==> src/rtl/alu_rs.sv <==
// ALU reservation station. It holds dispatched instructions, wakes their operands from the
// ALU and LS result buses, and issues the lowest-index fully-ready slot to the ALU.
module alu_rs #(
    parameter int ENTRIES  = 8,
    parameter int DATA_W   = 32,
    parameter int TAG_W    = 4,
    parameter int NAME_W   = 5,
    parameter int OP_W     = 6,
    parameter int TAG_FREE = 0
) (
    input  logic              clk,
    input  logic              rst,
    input  logic              disp_en,
    input  logic [OP_W-1:0]   disp_op,
    input  logic [DATA_W-1:0] disp_data_o,
    input  logic [TAG_W-1:0]  disp_tag_o,
    input  logic [DATA_W-1:0] disp_data_t,
    input  logic [TAG_W-1:0]  disp_tag_t,
    input  logic [NAME_W-1:0] disp_dest_name,
    input  logic [TAG_W-1:0]  disp_dest_tag,
    output logic              rs_full,
    input  logic              alu_wrt_en,
    input  logic [TAG_W-1:0]  alu_wrt_tag,
    input  logic [DATA_W-1:0] alu_wrt_data,
    input  logic              ls_wrt_en,
    input  logic [TAG_W-1:0]  ls_wrt_tag,
    input  logic [DATA_W-1:0] ls_wrt_data,
    output logic              issue_valid,
    input  logic              issue_ready,
    output logic [OP_W-1:0]   issue_op,
    output logic [DATA_W-1:0] issue_src_o,
    output logic [DATA_W-1:0] issue_src_t,
    output logic [NAME_W-1:0] issue_dest_name,
    output logic [TAG_W-1:0]  issue_dest_tag
);
    localparam int IDX_W = $clog2(ENTRIES);
    localparam logic [TAG_W-1:0] FREE = TAG_W'(TAG_FREE);

    typedef struct packed {
        logic              valid;
        logic [OP_W-1:0]   op;
        logic [TAG_W-1:0]  tag_o;
        logic [DATA_W-1:0] data_o;
        logic [TAG_W-1:0]  tag_t;
        logic [DATA_W-1:0] data_t;
        logic [NAME_W-1:0] dname;
        logic [TAG_W-1:0]  dtag;
    } slot_t;

    slot_t              slot_q [ENTRIES];
    slot_t              slot_d [ENTRIES];
    logic [ENTRIES-1:0] vld;
    logic [ENTRIES-1:0] rdy;
    logic [IDX_W-1:0]   free_idx;
    logic [IDX_W-1:0]   sel_idx;

    // A free operand never matches, so a broadcast carrying TAG_FREE is ignored naturally.
    function automatic logic [TAG_W+DATA_W-1:0] snoop(input logic [TAG_W-1:0]  tag,
                                                       input logic [DATA_W-1:0] data);
        if (tag != FREE && alu_wrt_en && alu_wrt_tag == tag) return {FREE, alu_wrt_data};
        if (tag != FREE && ls_wrt_en && ls_wrt_tag == tag)   return {FREE, ls_wrt_data};
        return {tag, data};
    endfunction

    always_comb begin
        for (int i = 0; i < ENTRIES; i++) begin
            vld[i] = slot_q[i].valid;
            rdy[i] = slot_q[i].valid && slot_q[i].tag_o == FREE && slot_q[i].tag_t == FREE;
        end
    end

    assign rs_full = &vld;

    // Descending scan leaves the lowest matching index in each encoder.
    always_comb begin
        free_idx    = '0;
        sel_idx     = '0;
        issue_valid = 1'b0;
        for (int i = ENTRIES - 1; i >= 0; i--) begin
            if (!vld[i]) free_idx = IDX_W'(i);
            if (rdy[i]) begin
                sel_idx     = IDX_W'(i);
                issue_valid = 1'b1;
            end
        end
    end

    always_comb begin
        issue_op        = '0;
        issue_src_o     = '0;
        issue_src_t     = '0;
        issue_dest_name = '0;
        issue_dest_tag  = '0;
        if (issue_valid) begin
            issue_op        = slot_q[sel_idx].op;
            issue_src_o     = slot_q[sel_idx].data_o;
            issue_src_t     = slot_q[sel_idx].data_t;
            issue_dest_name = slot_q[sel_idx].dname;
            issue_dest_tag  = slot_q[sel_idx].dtag;
        end
    end

    always_comb begin
        for (int i = 0; i < ENTRIES; i++) begin
            slot_d[i] = slot_q[i];
            if (slot_q[i].valid) begin
                {slot_d[i].tag_o, slot_d[i].data_o} = snoop(slot_q[i].tag_o, slot_q[i].data_o);
                {slot_d[i].tag_t, slot_d[i].data_t} = snoop(slot_q[i].tag_t, slot_q[i].data_t);
            end
        end
        if (issue_valid && issue_ready) slot_d[sel_idx].valid = 1'b0;
        // The issued slot is still valid this cycle, so it can never be the free slot.
        if (disp_en && !rs_full) begin
            slot_d[free_idx].valid = 1'b1;
            slot_d[free_idx].op    = disp_op;
            slot_d[free_idx].dname = disp_dest_name;
            slot_d[free_idx].dtag  = disp_dest_tag;
            {slot_d[free_idx].tag_o, slot_d[free_idx].data_o} = snoop(disp_tag_o, disp_data_o);
            {slot_d[free_idx].tag_t, slot_d[free_idx].data_t} = snoop(disp_tag_t, disp_data_t);
        end
    end

    always_ff @(posedge clk or negedge rst) begin
        if (!rst) begin
            for (int i = 0; i < ENTRIES; i++) slot_q[i] <= '0;
        end else begin
            for (int i = 0; i < ENTRIES; i++) slot_q[i] <= slot_d[i];
        end
    end

    a_no_disp_when_full: assert property (@(posedge clk) disable iff (!rst) !(disp_en && rs_full))
        else $error("alu_rs: dispatch while full");

endmodule

==> config.mk <==
export PLATFORM = sky130hd
export DESIGN_NAME = alu_rs
export DESIGN_NICKNAME = d
export VERILOG_FILES = /design/src/rtl/alu_rs.sv
export SDC_FILE = /design/constraint.sdc
export NUM_CORES = 2
export LEC_CHECK = 0
export ABC_CLOCK_PERIOD_IN_PS = 6800
export CORE_MARGIN = 2
export CORE_UTILIZATION = 45
export CTS_CLUSTER_DIAMETER = 50
export CTS_CLUSTER_SIZE = 14
export DETAILED_ROUTE_END_ITERATION = 10
export DONT_BUFFER_PORTS = 1
export PLACE_DENSITY = 0.58
export SYNTH_ARGS = -nofsm -noshare
export SYNTH_HDL_FRONTEND = slang
export SYNTH_SLANG_ARGS = --single-unit
==> constraint.sdc <==
create_clock -name clk -period 6.8 [get_ports clk]
set_input_delay 0.34 -clock clk [delete_from_list [all_inputs] [get_ports clk]]
set_output_delay 0.34 -clock clk [all_outputs]
set_load 0.1 [all_outputs]
==> metrics <==
number of cells on the worst reg-to-reg path 8; clock period minus final worst setup slack 5960 ps; Startpoint Class flip-flop; most repeated cell in the gate-level netlist after synthesis sky130_fd_sc_hd__nor2_1; Avg WL per Cell 36.9 um; post-synthesis instance area 43900 um^2; number of hold violations in the final report 128; Inst Count DP 5949; DRT iter0 DRCs 7868; Maximum Capacitance Violations 0; dpl hpwl 123 mm; type of the most critical hold path input port to asynchronous set/reset pin; detailed-route vias per instance 7.42; Vert. Die Dim 316 um; initial standard-cell utilization of the core 45.4%; Die Span X 316 um; Final Wtd Congestion 0.933; Placeable Area 96600 um^2; Commonest cells post-synth 803 x sky130_fd_sc_hd__nor2_1, 704 x sky130_fd_sc_hd__dfrtp_1, 498 x sky130_fd_sc_hd__clkbuf_1; violated checks hold timing, slew limit; syn nets 5333; maximum achievable frequency 168 MHz; end of the worst register-to-register path slot_q[252]; area of the die 100000 um^2; top fanout value on the critical path 39; pin count of the biggest net entering global routing 705; post-synthesis area per instance 8.49 um^2; layout overhead on the synthesized area 13.9%; setup repair after global routing missed its margin false; combined global-route utilization of all metal layers 45.2%; setup violation total in the final timing report 0; register-to-register setup slack 2630 ps; clock slew at the register clock pins of the worst setup and hold paths 60 ps; total number of vias 46626; type of the setup path with the least slack flip-flop to primary output; endpoint arrival time on the critical path 5620 ps; most common flop cell mapped by yosys sky130_fd_sc_hd__dfrtp_1; count of buffers from port buffering 0; root buf cell sky130_fd_sc_hd__clkbuf_16; worst hold slack -617 ps; Fin Setup TNS 0 ps; final instance count without filler cells 6288; drt pass-1 iters 9; type of element capturing the critical path primary output; Net count, final 5055; Worst Skew 43.2 ps; Finished Core Util 51.7%; count of mapped cells out of synthesis 5168; Slew @ Worst Pin 3730 ps; antenna-violating nets left 0; largest area contributor in the synthesized netlist sky130_fd_sc_hd__dfrtp_1; grt total ovfl 0; Final Max Tran Viols 656; maximum clock insertion buffer count 3; FFs w/ async S/R, synth 100%; synth top area cells sky130_fd_sc_hd__dfrtp_1 40%, sky130_fd_sc_hd__nor2_1 6.9%, sky130_fd_sc_hd__a221oi_1 6.2%; clock latency at the later pin of the worst-skew pair 730 ps; period utilisation layout 87.6%; TritonCTS clock tree done; antenna violations before repair 31; reg-to-reg critical path startpoint slot_q[175]; Routed Wire Length 232 mm; Max transition margin -148%; top flop regs slot_q (704); status finished, violations left; count of unique library cells instantiated by Yosys 57; number of global-route vias before repair 43724; count of unresolved DRC violations after routing 0; max FFs per register 704; global-route wire length before repair 327 mm; Synth top area share 40.2%; total clock sinks 704; largest register by flop count slot_q; data required time at the worst endpoint 6460 ps; number of H-tree levels 3; Seq/Total Area, Yosys 40.2%; number of buffers created by CTS 109; number of flip-flops and latches in the synthesized netlist 704; share of cells above drive strength 1 11.1%; number of synthesized flops with an enable pin 0; number of top-level pins 246; Synth warnings 0; number of core rows 114; quantity of hold-fixing buffers added after cts 106
[critical path, stage by stage, from the launching register on]
cell and delay, ps:
sky130_fd_sc_hd__dfrtp_4 960, sky130_fd_sc_hd__nand3_1 410, sky130_fd_sc_hd__nand4_1 280, sky130_fd_sc_hd__or2_2 570, sky130_fd_sc_hd__o211a_4 940, sky130_fd_sc_hd__buf_4 410
sky130_fd_sc_hd__buf_4 340, sky130_fd_sc_hd__o211ai_1 160, sky130_fd_sc_hd__a22oi_2 380, sky130_fd_sc_hd__buf_4 370
[cells in the final DEF, fill, tap and decap left out, types with 10 or more instances in the layout]
master	count
sky130_fd_sc_hd__nor2_1	796
sky130_fd_sc_hd__dfrtp_1	696
sky130_fd_sc_hd__nand2_1	450
sky130_fd_sc_hd__a221oi_1	310
sky130_fd_sc_hd__a22o_1	282
sky130_fd_sc_hd__o21ai_0	259
sky130_fd_sc_hd__mux2i_1	235
sky130_fd_sc_hd__a21oi_1	213
sky130_fd_sc_hd__o211ai_1	191
sky130_fd_sc_hd__a22oi_1	165
sky130_fd_sc_hd__o22a_1	158
sky130_fd_sc_hd__nand3_1	157
sky130_fd_sc_hd__buf_4	138
sky130_fd_sc_hd__clkbuf_16	111
sky130_fd_sc_hd__dlygate4sd3_1	105
sky130_fd_sc_hd__a22oi_2	79
sky130_fd_sc_hd__nand4_1	76
sky130_fd_sc_hd__xor2_1	74
sky130_fd_sc_hd__xnor2_1	56
sky130_fd_sc_hd__o21ai_1	54
sky130_fd_sc_hd__inv_1	46
sky130_fd_sc_hd__mux2_2	30
sky130_fd_sc_hd__diode_2	27
sky130_fd_sc_hd__nor4_1	27
sky130_fd_sc_hd__clkinvlp_4	20
sky130_fd_sc_hd__clkbuf_8	17
sky130_fd_sc_hd__clkinv_4	15
sky130_fd_sc_hd__nor3_1	14
sky130_fd_sc_hd__inv_6	14
sky130_fd_sc_hd__clkinv_2	12
sky130_fd_sc_hd__and3_2	10
[repair_timing]
item | in CTS | in global routing
resized for setup | 0 | 0
endpoints found under the hold margin | 1277 | 704
endpoints found under the setup margin | 0 | 0
buffers inserted | 0 | 0
[cell families (layout without fill, tap and decap cells)]
logic type             after synthesis  count (layout)  share of synthesized area, %
AO/OA/AOI/OAI                     1764            1764                          29.4
buffers and inverters              690             507                          6.26
AND/OR/NAND/NOR                   1615            1615                          15.5
flip-flops                         704             704                          40.2
other                                0              27                             0
XOR/XNOR                           130             130                          2.60
multiplexers                       265             265                          6.13
[metal layers]
layer / global-route usage [%] / up-vias / routed length (um)
met5: 0.237 / - / 72
met4: 31.2 / 10 / 18700
met3: 17.8 / 1073 / 36000
met2: 62.6 / 4368 / 92900
met1: 57.5 / 22589 / 84100
li1: - / 18586 / -
[stage by stage]
step	cell area, um^2	setup WS, ps
after floorplan	43900	2430
after global placement	45000	1770
after detailed placement	45000	1750
after CTS	49900	1020
after global routing	49900	776
final	49900	843
[area by class of cell]
cell class	instances	area [um^2]
fillers	8986	46600
multi-input cells	3774	24300
flip-flops and latches	704	17600
clock buffers	133	3030
repair buffers	253	2300
well taps	1276	1600
clock inverters	73	767
inverters	48	180
diodes	27	67.6
[worst max-delay path by stage]
stage                start               to  slack (ps)  cells past startpoint
5_1_grt        slot_q[394]  issue_src_t[18]         780                     10
6_report       slot_q[527]  issue_src_t[18]         840                      9
3_3_place_gp   slot_q[394]  issue_src_t[18]        1770                     10
3_5_place_dp   slot_q[394]  issue_src_t[18]        1750                     10
4_1_cts        slot_q[394]  issue_src_t[18]        1020                     10
2_1_floorplan  slot_q[693]  issue_src_o[21]        2430                     10
Power is left out: the tool's default activity adds up to more than one toggle a clock period on the data nets, which glitch-free logic cannot reach.
